$ cat config.mk
export PLATFORM = sky130hd
export DESIGN_NAME = pc_sequencer
export DESIGN_NICKNAME = d
export VERILOG_FILES = /design/src/rtl/pc_sequencer.sv
export SDC_FILE = /design/constraint.sdc
export NUM_CORES = 1
export LEC_CHECK = 0
export ABC_AREA = 1
export CAP_MARGIN = 0
export CORE_UTILIZATION = 60
export DETAILED_ROUTE_END_ITERATION = 8
export DONT_BUFFER_PORTS = 1
export PLACE_DENSITY = 0.76
export SETUP_SLACK_MARGIN = 0.3
export SYNTH_ARGS = -nofsm -noshare
export SYNTH_HDL_FRONTEND = slang
export SYNTH_SLANG_ARGS = --single-unit
$ cat constraint.sdc
create_clock -name clk_i -period 2.4 [get_ports clk_i]
set_clock_uncertainty 0.1 [all_clocks]
set_input_delay 0.36 -clock clk_i [delete_from_list [all_inputs] [get_ports clk_i]]
set_output_delay 0.36 -clock clk_i [all_outputs]
set_load 0.1 [all_outputs]
$ cat src/rtl/pc_sequencer.sv
// Program-counter owner for the MIPS fetch stage: picks the next PC, holds it
// across a multi-cycle instruction-memory handshake and squashes wrong-path fetches.
module pc_sequencer #(
  parameter logic [31:0] RESET_VECTOR = 32'h0000_0000,
  parameter logic [31:0] EXC_VECTOR   = 32'h0000_0080
) (
  input  logic        clk_i,
  input  logic        rst_i,
  input  logic        stall_i,
  input  logic        branch_taken_i,
  input  logic [31:0] branch_target_i,
  input  logic        jump_i,
  input  logic [31:0] jump_target_i,
  input  logic        exception_i,
  input  logic [31:0] exc_pc_i,
  output logic        imem_req_o,
  output logic [31:0] imem_addr_o,
  input  logic        imem_ready_i,
  output logic [31:0] pc_o,
  output logic [31:0] pc_plus4_o,
  output logic        fetch_valid_o,
  output logic [31:0] epc_o
);

  typedef enum logic [1:0] {
    BOOT = 2'd0,
    REQ  = 2'd1,
    HOLD = 2'd2
  } state_e;

  state_e      state_q, state_d;
  logic [31:0] pc_q, pc_d;
  logic [31:0] epc_q, epc_d;
  logic [31:0] pend_target_q, pend_target_d;
  logic        pend_valid_q, pend_valid_d;
  logic        pend_exc_q, pend_exc_d;
  logic        squash_q, squash_d;

  logic        redirect_now;
  logic [31:0] redirect_raw;
  logic [31:0] redirect_target;
  logic        handshake;

  // Exception beats jump beats branch; every target is forced word-aligned.
  assign redirect_now    = exception_i | jump_i | branch_taken_i;
  assign redirect_raw    = exception_i ? EXC_VECTOR :
                           jump_i      ? jump_target_i : branch_target_i;
  assign redirect_target = {redirect_raw[31:2], 2'b00};

  assign imem_req_o    = (state_q == REQ);
  assign imem_addr_o   = pc_q;
  assign pc_o          = pc_q;
  assign pc_plus4_o    = pc_q + 32'd4;
  assign epc_o         = epc_q;
  assign handshake     = imem_req_o & imem_ready_i;
  assign fetch_valid_o = handshake & ~squash_q & ~pend_valid_q & ~redirect_now;

  always_comb begin
    state_d       = state_q;
    pc_d          = pc_q;
    epc_d         = epc_q;
    pend_target_d = pend_target_q;
    pend_valid_d  = pend_valid_q;
    pend_exc_d    = pend_exc_q;
    squash_d      = squash_q;

    if (exception_i) begin
      epc_d = exc_pc_i;
    end

    unique case (state_q)
      REQ: begin
        if (imem_ready_i) begin
          if (redirect_now) begin
            pc_d = redirect_target;
          end else if (pend_valid_q) begin
            pc_d = pend_target_q;
          end else begin
            pc_d = pc_plus4_o;
          end
          pend_valid_d = 1'b0;
          pend_exc_d   = 1'b0;
          squash_d     = 1'b0;
          state_d      = stall_i ? HOLD : REQ;
        end else if (redirect_now) begin
          // Address must stay put until the memory answers, so only remember
          // where to go; a pending exception is never displaced by jump/branch.
          squash_d = 1'b1;
          if (exception_i || !(pend_valid_q && pend_exc_q)) begin
            pend_target_d = redirect_target;
            pend_valid_d  = 1'b1;
            pend_exc_d    = exception_i;
          end
        end
      end
      BOOT, HOLD: begin
        if (redirect_now) begin
          pc_d = redirect_target;
        end
        state_d = stall_i ? HOLD : REQ;
      end
      default: begin
        state_d = BOOT;
      end
    endcase
  end

  always_ff @(posedge clk_i) begin
    if (rst_i) begin
      state_q       <= BOOT;
      pc_q          <= RESET_VECTOR;
      epc_q         <= 32'h0;
      pend_target_q <= 32'h0;
      pend_valid_q  <= 1'b0;
      pend_exc_q    <= 1'b0;
      squash_q      <= 1'b0;
    end else begin
      state_q       <= state_d;
      pc_q          <= pc_d;
      epc_q         <= epc_d;
      pend_target_q <= pend_target_d;
      pend_valid_q  <= pend_valid_d;
      pend_exc_q    <= pend_exc_d;
      squash_q      <= squash_d;
    end
  end

endmodule

==> impl_metrics.env <==
export IMPL_ios=233
export IMPL_htreeDepth=3
export IMPL_maxSlewViolCount=0
export IMPL_min_from="exc_pc_i[21]"
export IMPL_numClockSinks=97
export IMPL_rows=35
export IMPL_cp_max_fo=4
export IMPL_rr_startpoint="pend_valid_q$_SDFFE_PP0P_"
export IMPL_syn_area_mm2=0.00572
export IMPL_hold_violations=0
export IMPL_cp_arrival_ns=1.91
export IMPL_root_buffer="clkbuf_8"
export IMPL_grt_setup_unrepaired="true"
export IMPL_critPathSlowestCell="dfxtp_4"
export IMPL_setup_violations=0
export IMPL_via_per_inst=5.87
export IMPL_max_stage_delay_ns=0.39
export IMPL_nNetsFinal=1053
export IMPL_fin_hold_ws_ns=0.0242
export IMPL_muxShareOfSynthArea_pct=0
export IMPL_gp_congestion=0.862
export IMPL_num_antenna_cells=0
export IMPL_dp_hpwl_um=12200
export IMPL_p_leak_nw=3.29
export IMPL_drt_iter0_drc=590
export IMPL_clk_latency_ns=0.38
export IMPL_drive_above_1_share_pct=32.3
export IMPL_drc=0
export IMPL_vias=6355
export IMPL_synth_top_family_by_area="simple AND/OR/NAND/NOR gates"
export IMPL_start_kind="flop"
export IMPL_endpoint_kind="primary output"
export IMPL_r2r_setup_slack_ns=0.39
export IMPL_grt_max_degree=54
export IMPL_tightest_slew_ns=0.630
export IMPL_synth_area_per_cell_um2=6.40
export IMPL_dieWidth_um=99.6
export IMPL_outcome="finished clean"
export IMPL_synth_simple_area_share_pct=30.4
export IMPL_clk_path_buf_depth=2
export IMPL_min_period_over_period_pct=98.9
export IMPL_hold_end="epc_o[21]$_SDFFE_PP0P_"
export IMPL_area_growth_pct=35.4
export IMPL_p_per_area_mw_per_mm2=704
export IMPL_synthAdderAreaFrac_pct=0.219
export IMPL_start_util_pct=61.9
export IMPL_grt_overflow=0
export IMPL_mostFrequentLayoutCell="nor2_1"
export IMPL_rr_worst_depth=6
export IMPL_vdd_drop_max_mv=0.511
export IMPL_reg2reg_to="imem_addr_o[15]$_SDFFE_PP0P_"
export IMPL_syn_inst=893
export IMPL_wirelength_um=19300
export IMPL_ant_nets=0
export IMPL_synth_warnings=0
export IMPL_crit_type="reg2out"
export IMPL_grt_pass1_vias=6085
export IMPL_wl_per_cell_um=17.8
export IMPL_crit_buf_inv=3
export IMPL_stdcell_count=1083
export IMPL_dieArea_mm2=0.00993
export IMPL_first_pass_iters=8
export IMPL_crit_required_ns=1.94
export IMPL_yosysUniqueCellTypes=36
export IMPL_layout_common_cells="nor2_1 (178), o21ai_0 (133), nand2_1 (99), buf_4 (93), dfxtp_1 (66)"
export IMPL_cpLargestDelayFamily="simple AND/OR/NAND/NOR gates"
export IMPL_coreArea_mm2=0.00924
export IMPL_dp_cells=1030
export IMPL_min_period_ns=2.37
export IMPL_nFillCells=554
export IMPL_clkSlewWorstSetupHoldPaths_ns=0.10
export IMPL_whs_path_depth=2
export IMPL_drv_cap=0
export IMPL_ys_seq_area_share_pct=34.0
export IMPL_numCtsBuffers=9
export IMPL_antenna_found_initial=0
export IMPL_power_mw=5.45
export IMPL_hold_class="in2reg"
export IMPL_ys_seq_elements=97
export IMPL_port_buffers=0
export IMPL_synth_xor_area_share_pct=1.36
export IMPL_cts_tree="yes"
export IMPL_max_freq_ghz=0.421
export IMPL_grtUsageTotal_pct=37.7
export IMPL_max_slew_margin_pct=58.0
export IMPL_fp_dieH_um=99.6
export IMPL_cp_cell_sequence="clkinvlp_4 > nor2_4 > buf_6 > nand2_8 > nor2_4 > buf_12 > nand3_4 > nand2_8"
export IMPL_synth_compound_area_share_pct=20.5
export IMPL_grt_pass1_wl_um=29600
## layer usage
| metal | GRT usage (%) | vias up | wire length [um] |
|---|---|---|---|
| met5 | 0 | - | 0 |
| met4 | 15.4 | 0 | 557 |
| met3 | 9.28 | 66 | 1970 |
| met2 | 63.8 | 431 | 9220 |
| met1 | 46.1 | 2930 | 7530 |
| li1 | - | 2928 | - |
## power breakdown
part           total, mW  internal [mW]  leakage (nW)  switching, mW
Clock               1.26          0.656         0.116          0.602
Sequential          1.84           1.73         0.813          0.111
Combinational       2.35          0.451          2.36           1.90
## how the worst max path moves through the flow
stage | endpoint | slack [ns] | from | cells after the start
floorplan | pc_plus4_o[11] | -0.37 | imem_addr_o[2]$_SDFFE_PP0P_ | 4
global placement | pc_plus4_o[27] | 0.31 | imem_addr_o[2]$_SDFFE_PP0P_ | 7
detailed placement | pc_plus4_o[27] | 0.28 | imem_addr_o[2]$_SDFFE_PP0P_ | 8
CTS | pc_plus4_o[20] | 0.1 | imem_addr_o[3]$_SDFFE_PP0P_ | 7
global route | pc_plus4_o[31] | -0.02 | imem_addr_o[2]$_SDFFE_PP0P_ | 8
finish | pc_plus4_o[31] | 0.03 | imem_addr_o[2]$_SDFFE_PP0P_ | 8
## worst reg2reg max path, cell delays in order (launching register included)
cell and delay (ns):
dfxtp_1 0.56, clkinv_1 0.47, buf_12 0.33, nor2_1 0.17
nor2_1 0.09, o21ai_1 0.10, a21oi_1 0.08
## synth_stat cells, drive strengths merged
library cell	count	area [um^2]
nor2	207	857
nand2	155	614
o21ai	144	721
dfxtp	97	1940
inv	69	259
a21oi	68	355
buf	57	404
nand3	38	210
clkbuf	28	105
a211oi	5	62.6
xnor2	5	51.3
or2	4	25.0
xor2	3	26.3
a31oi	2	12.5
and2	2	12.5
o211ai	2	15.0
clkinv	1	3.75
conb	1	3.75
ha	1	12.5
nand3b	1	7.51
nor3	1	5.00
nor4	1	6.26
o21a	1	7.51
## final cells by class
| class | instances | area [um^2] | area share (%) |
|---|---|---|---|
| clock buffer | 11 | 153 | 1.97 |
| clock inverter | 5 | 82.6 | 1.07 |
| inverter | 70 | 269 | 3.47 |
| multi-input combinational | 646 | 3850 | 49.8 |
| sequential | 97 | 2010 | 25.9 |
| tap | 129 | 161 | 2.08 |
| timing repair buffer | 125 | 1220 | 15.7 |
## state kept, by name, indices dropped and copies added, names as in the netlist
register and flops:
state_q 2, imem_addr_o 30, pend_valid_q 1, squash_q 1
pend_exc_q 1, pend_target_q 30, epc_o 32
## metrics by stage
stage | utilization, % | setup slack [ns] | instance area, um^2 | TNS (ns)
2_1_floorplan | - | -0.365 | 6250 | -5.14
3_3_place_gp | 72.9 | 0.311 | 6740 | 0
3_5_place_dp | 72.9 | 0.283 | 6740 | 0
4_1_cts | 81.6 | 0.0980 | 7540 | 0
5_1_grt | 83.8 | -0.0211 | 7740 | -0.0294
6_report | 83.8 | 0.0266 | 7740 | 0
## what timing repair did
action                     CTS  global route
resized for setup           86            20
hold endpoints to repair     9             0
pin swaps                   38            26
setup buffers               21            15
hold buffers                 1             0
setup endpoints to repair   28            28
## cell families after synthesis
logic type      Yosys count
compound gates          222
buf+inv                 155
fa+ha+maj                 1
flops                    97
other cells               1
simple gates            409
xor+xnor                  8
No activity file was read; power rests on OpenSTA's default activity.
